===== src/rtl/hazard_pkg.sv =====
// Shared constants for the EX-stage hazard/forwarding logic.
// Latency: n/a (constants only).
// Backpressure: n/a.
//
// Forward select encoding used by the EX operand muxes, the default
// register-address width, and the value a squashed (bubble) tag field
// takes.
package hazard_pkg;

  localparam int REG_AW_DEF = 5;

  localparam logic [1:0] FWD_RF  = 2'b00;  // register file read data
  localparam logic [1:0] FWD_WB  = 2'b01;  // MEM/WB write data
  localparam logic [1:0] FWD_MEM = 2'b10;  // EX/MEM ALU result

  // Every bit of a bubble tag is this value; an all-zero tag never
  // writes, never loads and never matches a forwarding source.
  localparam logic BUBBLE_BIT = 1'b0;

endpackage


===== src/rtl/fwd_select.sv =====
// Forward select for one EX operand: EX/MEM producer beats MEM/WB producer.
// Latency: purely combinational.
// Backpressure: none.
//
// Ports: src/src_used - operand tag in ID/EX; mem_* / wb_* - producer tags
// in EX/MEM and MEM/WB; sel - mux select (hazard_pkg FWD_* codes).
module fwd_select
  import hazard_pkg::*;
#(
  parameter int REG_AW = REG_AW_DEF
) (
  input  logic [REG_AW-1:0] src,
  input  logic              src_used,
  input  logic              mem_regwrite,
  input  logic [REG_AW-1:0] mem_rd,
  input  logic              wb_regwrite,
  input  logic [REG_AW-1:0] wb_rd,
  output logic [1:0]        sel
);

  logic mem_hit;
  logic wb_hit;

  // x0 is hardwired to zero, so a write to it is never a real producer.
  assign mem_hit = src_used && mem_regwrite && (mem_rd != '0) && (mem_rd == src);
  assign wb_hit  = src_used && wb_regwrite  && (wb_rd  != '0) && (wb_rd  == src);

  always_comb begin
    sel = FWD_RF;
    if (mem_hit) begin
      sel = FWD_MEM;
    end else if (wb_hit) begin
      sel = FWD_WB;
    end
  end

endmodule


===== src/rtl/hazard_forward_unit.sv =====
// Hazard controller: tracks ID/EX, EX/MEM, MEM/WB dest tags, drives EX
//   forward selects, detects load-use and requests stall + ID/EX bubble.
// Latency: selects and stall are combinational; tags advance every cycle.
// Backpressure: stall holds PC and IF/ID for one cycle per load-use.
//
// Ports: id_* - instruction currently in ID; ex_flush - taken branch in EX;
// ForwardA/ForwardB - operand selects; stall/idex_bubble - pipeline control;
// stall_count - saturating stall-cycle counter.
module hazard_forward_unit
  import hazard_pkg::*;
#(
  parameter int REG_AW = REG_AW_DEF,
  parameter int CNT_W  = 16
) (
  input  logic              clk,
  input  logic              rst,
  input  logic              id_valid,
  input  logic [REG_AW-1:0] id_rs1,
  input  logic [REG_AW-1:0] id_rs2,
  input  logic              id_uses_rs1,
  input  logic              id_uses_rs2,
  input  logic [REG_AW-1:0] id_rd,
  input  logic              id_regwrite,
  input  logic              id_memread,
  input  logic              ex_flush,
  output logic [1:0]        ForwardA,
  output logic [1:0]        ForwardB,
  output logic              stall,
  output logic              idex_bubble,
  output logic [CNT_W-1:0]  stall_count
);

  // ID/EX tag
  logic [REG_AW-1:0] ex_rs1, ex_rs2, ex_rd;
  logic              ex_uses1, ex_uses2, ex_regwrite, ex_memread;
  // EX/MEM tag. The load flag is not kept here: a load can only reach
  // EX/MEM with its consumer behind a bubble, so nothing downstream of
  // ID/EX needs to know an instruction was a load.
  logic [REG_AW-1:0] mem_rd;
  logic              mem_regwrite;
  // MEM/WB tag
  logic [REG_AW-1:0] wb_rd;
  logic              wb_regwrite;

  logic load_use;
  logic idex_load;

  assign load_use = id_valid && ex_memread && (ex_rd != '0) &&
                    ((id_uses_rs1 && (id_rs1 == ex_rd)) ||
                     (id_uses_rs2 && (id_rs2 == ex_rd)));

  // A flush squashes the dependent instruction anyway, so it never stalls.
  assign stall       = load_use && !ex_flush;
  assign idex_bubble = stall || ex_flush;
  assign idex_load   = id_valid && !idex_bubble;

  always_ff @(posedge clk) begin
    if (rst || !idex_load) begin
      ex_rs1      <= {REG_AW{BUBBLE_BIT}};
      ex_rs2      <= {REG_AW{BUBBLE_BIT}};
      ex_rd       <= {REG_AW{BUBBLE_BIT}};
      ex_uses1    <= BUBBLE_BIT;
      ex_uses2    <= BUBBLE_BIT;
      ex_regwrite <= BUBBLE_BIT;
      ex_memread  <= BUBBLE_BIT;
    end else begin
      ex_rs1      <= id_rs1;
      ex_rs2      <= id_rs2;
      ex_rd       <= id_rd;
      ex_uses1    <= id_uses_rs1;
      ex_uses2    <= id_uses_rs2;
      ex_regwrite <= id_regwrite;
      ex_memread  <= id_memread;
    end
  end

  always_ff @(posedge clk) begin
    if (rst) begin
      mem_rd       <= {REG_AW{BUBBLE_BIT}};
      mem_regwrite <= BUBBLE_BIT;
      wb_rd        <= {REG_AW{BUBBLE_BIT}};
      wb_regwrite  <= BUBBLE_BIT;
    end else begin
      mem_rd       <= ex_rd;
      mem_regwrite <= ex_regwrite;
      wb_rd        <= mem_rd;
      wb_regwrite  <= mem_regwrite;
    end
  end

  always_ff @(posedge clk) begin
    if (rst) begin
      stall_count <= '0;
    end else if (stall && (stall_count != '1)) begin
      stall_count <= stall_count + CNT_W'(1);
    end
  end

  fwd_select #(.REG_AW(REG_AW)) u_fwd_a (
    .src          (ex_rs1),
    .src_used     (ex_uses1),
    .mem_regwrite (mem_regwrite),
    .mem_rd       (mem_rd),
    .wb_regwrite  (wb_regwrite),
    .wb_rd        (wb_rd),
    .sel          (ForwardA)
  );

  fwd_select #(.REG_AW(REG_AW)) u_fwd_b (
    .src          (ex_rs2),
    .src_used     (ex_uses2),
    .mem_regwrite (mem_regwrite),
    .mem_rd       (mem_rd),
    .wb_regwrite  (wb_regwrite),
    .wb_rd        (wb_rd),
    .sel          (ForwardB)
  );

endmodule

===== config.mk =====
export PLATFORM = sky130hd
export DESIGN_NAME = hazard_forward_unit
export DESIGN_NICKNAME = d
export VERILOG_FILES = /design/src/rtl/hazard_pkg.sv /design/src/rtl/fwd_select.sv /design/src/rtl/hazard_forward_unit.sv
export SDC_FILE = /design/constraint.sdc
export NUM_CORES = 1
export LEC_CHECK = 0
export CELL_PAD_IN_SITES_DETAIL_PLACEMENT = 0
export CELL_PAD_IN_SITES_GLOBAL_PLACEMENT = 1
export CORE_ASPECT_RATIO = 1.25
export CORE_MARGIN = 5
export CORE_UTILIZATION = 34
export DETAILED_ROUTE_END_ITERATION = 12
export HOLD_SLACK_MARGIN = 0.05
export PLACE_DENSITY_LB_ADDON = 0.1
export SKIP_LAST_GASP = 1
export SLEW_MARGIN = 30
export SYNTH_ARGS = -nofsm -noshare
export SYNTH_HDL_FRONTEND = slang
export SYNTH_SLANG_ARGS = --single-unit

===== constraint.sdc =====
create_clock -name clk -period 2.2 [get_ports clk]
set_input_delay 0.55 -clock clk [delete_from_list [all_inputs] [get_ports clk]]
set_output_delay 0.55 -clock clk [all_outputs]
set_load 0.005 [all_outputs]

==> impl_metrics.csv, run 1 <==
group,metric,value,unit
synthesis,synth_area_leaders,"dfxtp_1 46%, xnor2_1 9.3%, and2_1 6.1%",
die,die_w,79.7,um
run_status,violations,"setup timing",
finish,fill_cells,569,
synthesis,netlist_area,2060,sq um
cts,tritoncts,"built",
synthesis,yosysUniqueCellTypes,37,
placement,dp_hpwl,3920,um
timing,drv_slew,0,
drt,via_per_inst,4.69,
synthesis,ys_ff_latch,47,
drt,ant_nets,0,
finish,drive_gt1_frac,0.290,
drt,vias,1807,
finish,utilization,0.532,
placement,placedCellCount,373,
timing,fmax,438,MHz
worst_setup_path,slowest_delay,0.54,ns
die,fp.dieH,97.1,um
drt,post-route-drc-count,0,
timing,hold_viol_final,0,
placement,gp_congestion,0.745,
die,dieArea,7740,sq um
pwr,ir_drop,0.265,mV
timing,fin_skew,0.0115,ns
flow_run,drv_cap,0,
synthesis,ys_async_sr_fraction,0,
placement,placed_cell_area,2850,sq um
timing,rsz0062_at_grt,"yes",
global_route,grt_usage,0.140,
cts,clock_sinks,47,
synthesis,synth_top_area_frac,0.456,
cts,clk_path_buf_depth,2,
finish,ff_latch_area,947,sq um
worst_setup_path,critical_path.slowest_cell,"or4_4",
worst_hold_path,holdPathStages,1,
worst_setup_path,crit_arrival,1.73,ns
worst_setup_path,worstPathRequired,1.65,ns
worst_setup_path,r2r_cells,7,
global_route,grt_pass1_vias,1845,
drt,wl_per_cell,13.5,um
die,num_rows,31,
cts,clk_latency,0.30,ns
finish,fin_nets,326,
die,initial_core_util,0.352,
synthesis,synth.avg_cell_area,9.47,sq um
worst_hold_path,min_path_type,"reg -> reg",
drt,wl,5200,um
worst_setup_path,start_kind,"flop",
finish,stdcell_count,385,
worst_setup_path,path_cells,"or4_4 -> o21ai_4 -> nor3_4 -> nor3_2 -> buf_2",
timing,setup_viol,7,
synthesis,synth_seq_area_share,0.456,
synthesis,synthCells,218,
global_route,grt_pass1_wl,8560,um
global_route,grt_max_degree,29,
cts,cts-root-buf,"clkbuf_8",
synthesis,yosys_warnings,0,
timing,setup_slack,-0.0817,ns
worst_setup_path,crit_type,"reg -> out",
timing,fin_crit_sh,1.04,
global_route,grt_overflow,0,
timing,tightest_slew,0.343,ns
synthesis,synth_nets,242,
drt,drt_iter0_drc,87,
global_route,antenna_found_initial,0,
run_status,status,"finished with violations",
finish,syn_to_final_growth,51.0,%
synthesis,synthFlopType,"dfxtp_1",
pwr,power.density,526,nW/um^2
finish,multi_input_area,1190,sq um
placement,numPortBuffers,44,
timing,period_minus_slack,2.28,ns
cts,clkTransAtPathRegs,0.09,ns
cts,cts_buffers,5,
synthesis,synth_edf_count,0,
drt,first_pass_iters,4,
synthesis,yosysTopAreaCell,"dfxtp_1",
die,io_pins,45,
timing,whs,0.443,ns
die,core,5860,sq um
finish,diodes,0,
worst_setup_path,critPathMaxFanout,2,
cts,cts_hold_buf,0,
cts,cts.htree.levels,2,
pwr,p_leak,1.21,nW
timing,relSlewSlack,0.771,
worst_setup_path,endpoint_kind,"output pin",
finish,finalInstanceArea,3120,sq um
-- Yosys cell counts (3+ instances only) --
| cell | count |
|---|---|
| or3_1 | 8 |
| or4_1 | 5 |
| o21ai_0 | 8 |
| a21oi_1 | 13 |
| nor2b_1 | 12 |
| nand3_1 | 7 |
| o31ai_1 | 5 |
| nand4_1 | 5 |
| inv_1 | 4 |
| clkbuf_1 | 4 |
| and2_1 | 20 |
| xnor2_1 | 22 |
| nor3_1 | 8 |
| nor2_1 | 3 |
| xor2_1 | 9 |
| dfxtp_1 | 47 |
| nor4_1 | 3 |
| nand2_1 | 11 |
-- worst paths after layout --
check / startpoint / to / slack, ns
setup / recovery: mem_rd[1] / ForwardA[0] / -0.08
hold / removal: ex_regwrite / mem_regwrite / 0.44
setup reg to reg: stall_count[0] / stall_count[13] / 0
hold reg to reg: ex_regwrite / mem_regwrite / 0.44
-- metal layers --
layer,GRT usage,part of all wire,vias to the layer above
met2,0.265,0.57,27
met4,0.0397,0.012,0
met1,0.152,0.39,844
met5,0,0,-
li1,-,-,931
met3,0.0288,0.027,5
-- layout by cell type (no fill, tap or decap), drive strengths merged, types with 4 or more instances in the layout --
cell type,count
dfxtp,47
nand2,11
clkbuf,6
nand3,7
nor3,8
inv,4
and2,21
nor2b,12
o31ai,5
xor2,9
clkdlybuf4s50,27
buf,47
or4,7
a21oi,13
or3,8
o21ai,8
xnor2,22
nand4,5
dlygate4sd2,9
-- sequential cells by signal, indices dropped and copies added, names as in the netlist, 5 cells and up --
| register | flops |
|---|---|
| ex_rs1 | 5 |
| stall_count | 16 |
| ex_rd | 5 |
| ex_rs2 | 5 |
| wb_rd | 5 |
| mem_rd | 5 |
-- worst max-delay path, delay by kind of cell (launching register included) --
kind,cells,cell delay (ns)
AOI/OAI and AO/OA,1,0.20
and+or+nand+nor,3,0.77
buffers and inverters,1,0.13
DFF,1,0.33
-- cell type report --
class                           count  area share
Multi-Input combinational cell    159       0.383
Inverter                            4     0.00482
Clock buffer                        5      0.0221
Tap cell                           82      0.0329
Timing Repair Buffer               85       0.239
Clock inverter                      3      0.0141
Sequential cell                    47       0.304
-- power breakdown --
group	internal, mW	switching (mW)
clock	0.339	0.296
sequential	0.863	0.0101
combinational	0.0770	0.0537
total	1.28	0.360
-- cells by family (layout without fill, tap and decap cells) --
| logic type | Yosys count | count (layout) | share of synthesized area |
|---|---|---|---|
| simple gates | 94 | 94 | 0.283 |
| flops | 47 | 47 | 0.456 |
| compound gates | 32 | 32 | 0.0927 |
| xor+xnor | 31 | 31 | 0.132 |
| buf+inv | 12 | 97 | 0.0261 |
| fa+ha+maj | 1 | 1 | 0.00606 |
| mux | 1 | 1 | 0.00485 |
-- stage by stage --
step	worst slack, ns	TNS [ns]	total power, mW
floorplan	0.0281	0	0.943
detailed placement	-0.663	-14.52	1.02
global route	-0.151	-0.964	1.71
global placement	-0.639	-14.13	1.02
CTS	-0.105	-0.400	1.65
finish	-0.0817	-0.255	1.64
-- timing repair --
item                                   4_1_cts  5_1_grt
setup endpoints to repair                   30        9
endpoints found under the hold margin        0        0
buffers inserted                             4        1
pin swaps                                   16       15
gates resized for setup                     57       19
(Power assumes the default switching activity.)
==> run 2: changes to the inputs <==
Settings changed: GPL_TIMING_DRIVEN from default to 0.
==> run 2 against run 1 <==
Net effect: the run still ends with setup timing left; worst hold slack got worse by 0.0026 ns; register-to-register slack improved by 0.07 ns; sequential share of layout area grew 1.8 points; largest power group unchanged; critical path depth is the same; global-route usage is 0.052 points lower; via count decreased by 3.9%; clock power fell by 1%.
==> impl_metrics.csv, run 2 (synthesis gave the netlist of run 1 again) <==
group,metric,value,unit
run_status,status,"finished with violations",
run_status,violations,"setup timing",
drt,first_pass_iters,4,
global_route,grt_usage,0.140,
pwr,power.density,543,nW/um^2
cts,cts_buffers,5,
worst_setup_path,crit_arrival,1.72,ns
drt,via_per_inst,4.72,
placement,numPortBuffers,44,
global_route,grt_max_degree,16,
finish,utilization,0.510,
worst_setup_path,critical_path.slowest_cell,"or4_4",
finish,fin_nets,309,
worst_setup_path,path_delay_family,"simple AND/OR/NAND/NOR gates",
finish,stdcell_count,368,
drt,wl,5230,um
worst_hold_path,min_from,"ex_regwrite",
global_route,grt_pass1_vias,1837,
worst_hold_path,min_path_type,"reg -> reg",
worst_setup_path,reg2reg_setup_slack,0.07,ns
timing,setup_slack,-0.0722,ns
worst_setup_path,crit_buf_inv,1,
finish,largest_reg_flops,16,
worst_setup_path,r2r_cells,8,
placement,dp_hpwl,3860,um
die,core,5860,sq um
finish,layout_commonest_cell,"dfxtp_1",
placement,gp_congestion,0.778,
timing,fmax,440,MHz
global_route,antenna_found_initial,0,
pwr,ir_drop,0.253,mV
cts,clock_sinks,47,
finish,diodes,0,
timing,hold_viol_final,0,
cts,cts-root-buf,"clkbuf_8",
drt,wl_per_cell,14.2,um
timing,fin_skew,0.00753,ns
die,dieArea,7740,sq um
finish,ff_latch_area,961,sq um
cts,cts_hold_buf,0,
finish,final_cell_mix,"37 x dfxtp_1, 26 x clkdlybuf4s50_1, 19 x xnor2_1, 19 x and2_1, 15 x buf_4",
finish,regMostFlops,"stall_count",
drt,vias,1737,
worst_setup_path,path_common_cell,"nor3_2",
timing,drv_slew,0,
die,die_w,79.7,um
die,io_pins,45,
finish,fill_cells,563,
drt,drt_iter0_drc,40,
timing,tightest_slew,0.586,ns
drt,post-route-drc-count,0,
timing,fin_crit_sh,1.03,
worst_setup_path,r2r-end,"stall_count[7]",
worst_setup_path,path_cells,"or4_4 -> o21ai_4 -> nor3_2 -> nor3_2 -> buf_2",
cts,cts.htree.levels,2,
worst_setup_path,slowest_delay,0.52,ns
worst_setup_path,endpoint_kind,"output pin",
global_route,grt_overflow,0,
pwr,p_leak,1.11,nW
finish,syn_to_final_growth,44.6,%
flow_run,drv_cap,0,
timing,setup_viol,5,
placement,dp_slack,-1.06,ns
die,initial_core_util,0.352,
worst_hold_path,holdPathStages,1,
finish,multi_input_area,1220,sq um
timing,rsz0062_at_grt,"yes",
worst_setup_path,crit_type,"reg -> out",
timing,period_minus_slack,2.27,ns
cts,clk_path_buf_depth,2,
finish,drive_gt1_frac,0.276,
worst_setup_path,critPathMaxFanout,2,
placement,placedCellCount,344,
worst_setup_path,start_kind,"flop",
pwr,total_power,1.62,mW
cts,tritoncts,"built",
die,num_rows,31,
cts,clk_latency,0.30,ns
worst_setup_path,r2r_start,"stall_count[0]",
timing,relSlewSlack,0.609,
cts,clkTransAtPathRegs,0.09,ns
drt,ant_nets,0,
global_route,grt_pass1_wl,8560,um
worst_setup_path,worstPathRequired,1.65,ns
worst_hold_path,holdPathEnd,"mem_regwrite",
die,fp.dieH,97.1,um
## run 2: final cells by class
class / instances / area share
Buffer: 8 / 0.0172
Clock buffer: 5 / 0.0231
Clock inverter: 3 / 0.0147
Inverter: 4 / 0.00503
Multi-Input combinational cell: 159 / 0.407
Sequential cell: 47 / 0.322
Tap cell: 82 / 0.0344
Timing Repair Buffer: 60 / 0.176
## run 2: timing repair
item,4_1_cts,5_1_grt
hold endpoints to repair,0,0
pin swaps,18,20
gates resized for setup,65,39
endpoints found under the setup margin,32,22
gates cloned,0,0
setup buffers,14,2
## run 2: power by group
group	internal, mW	switching [mW]	total, mW
clock	0.338	0.289	0.627
combinational	0.0689	0.0536	0.123
sequential	0.859	0.0111	0.870
total	1.27	0.353	1.62
## run 2: worst register-to-register path, cell delays in order (launching register included)
cell      delay (ns)
dfxtp_4         0.36
ha_4            0.16
and2_4          0.15
and4_1          0.18
a2111o_1        0.41
buf_6           0.15
buf_4           0.13
or4_4           0.41
a21oi_2         0.12
## run 2: stage by stage
step           setup TNS (ns)  instance area (sq um)  hold slack [ns]
2_1_floorplan               0                   2060            0.414
3_3_place_gp           -15.24                   2610            0.417
3_5_place_dp           -15.33                   2610            0.428
4_1_cts                -0.646                   2890            0.448
5_1_grt                -0.594                   2990            0.483
6_report               -0.218                   2990            0.441
## run 2: how the worst max path moves through the flow
stage,startpoint,end,slack [ns],cells after the start
6_report,mem_rd[0],ForwardB[0],-0.07,5
5_1_grt,mem_rd[1],ForwardB[0],-0.13,5
4_1_cts,ex_rd[1],idex_bubble,-0.15,6
3_5_place_dp,id_rs2[4],stall,-1.06,8
3_3_place_gp,id_rs2[4],stall,-1.08,8
2_1_floorplan,stall_count[0],stall_count[13],0.03,7
## run 2: routing by layer
| layer | up-vias | global-route usage | share of wire |
|---|---|---|---|
| met1 | 812 | 0.143 | 0.39 |
| met2 | 23 | 0.268 | 0.57 |
| met3 | 5 | 0.0306 | 0.028 |
| li1 | 897 | - | - |
| met5 | - | 0 | 0 |
| met4 | 0 | 0.0489 | 0.011 |
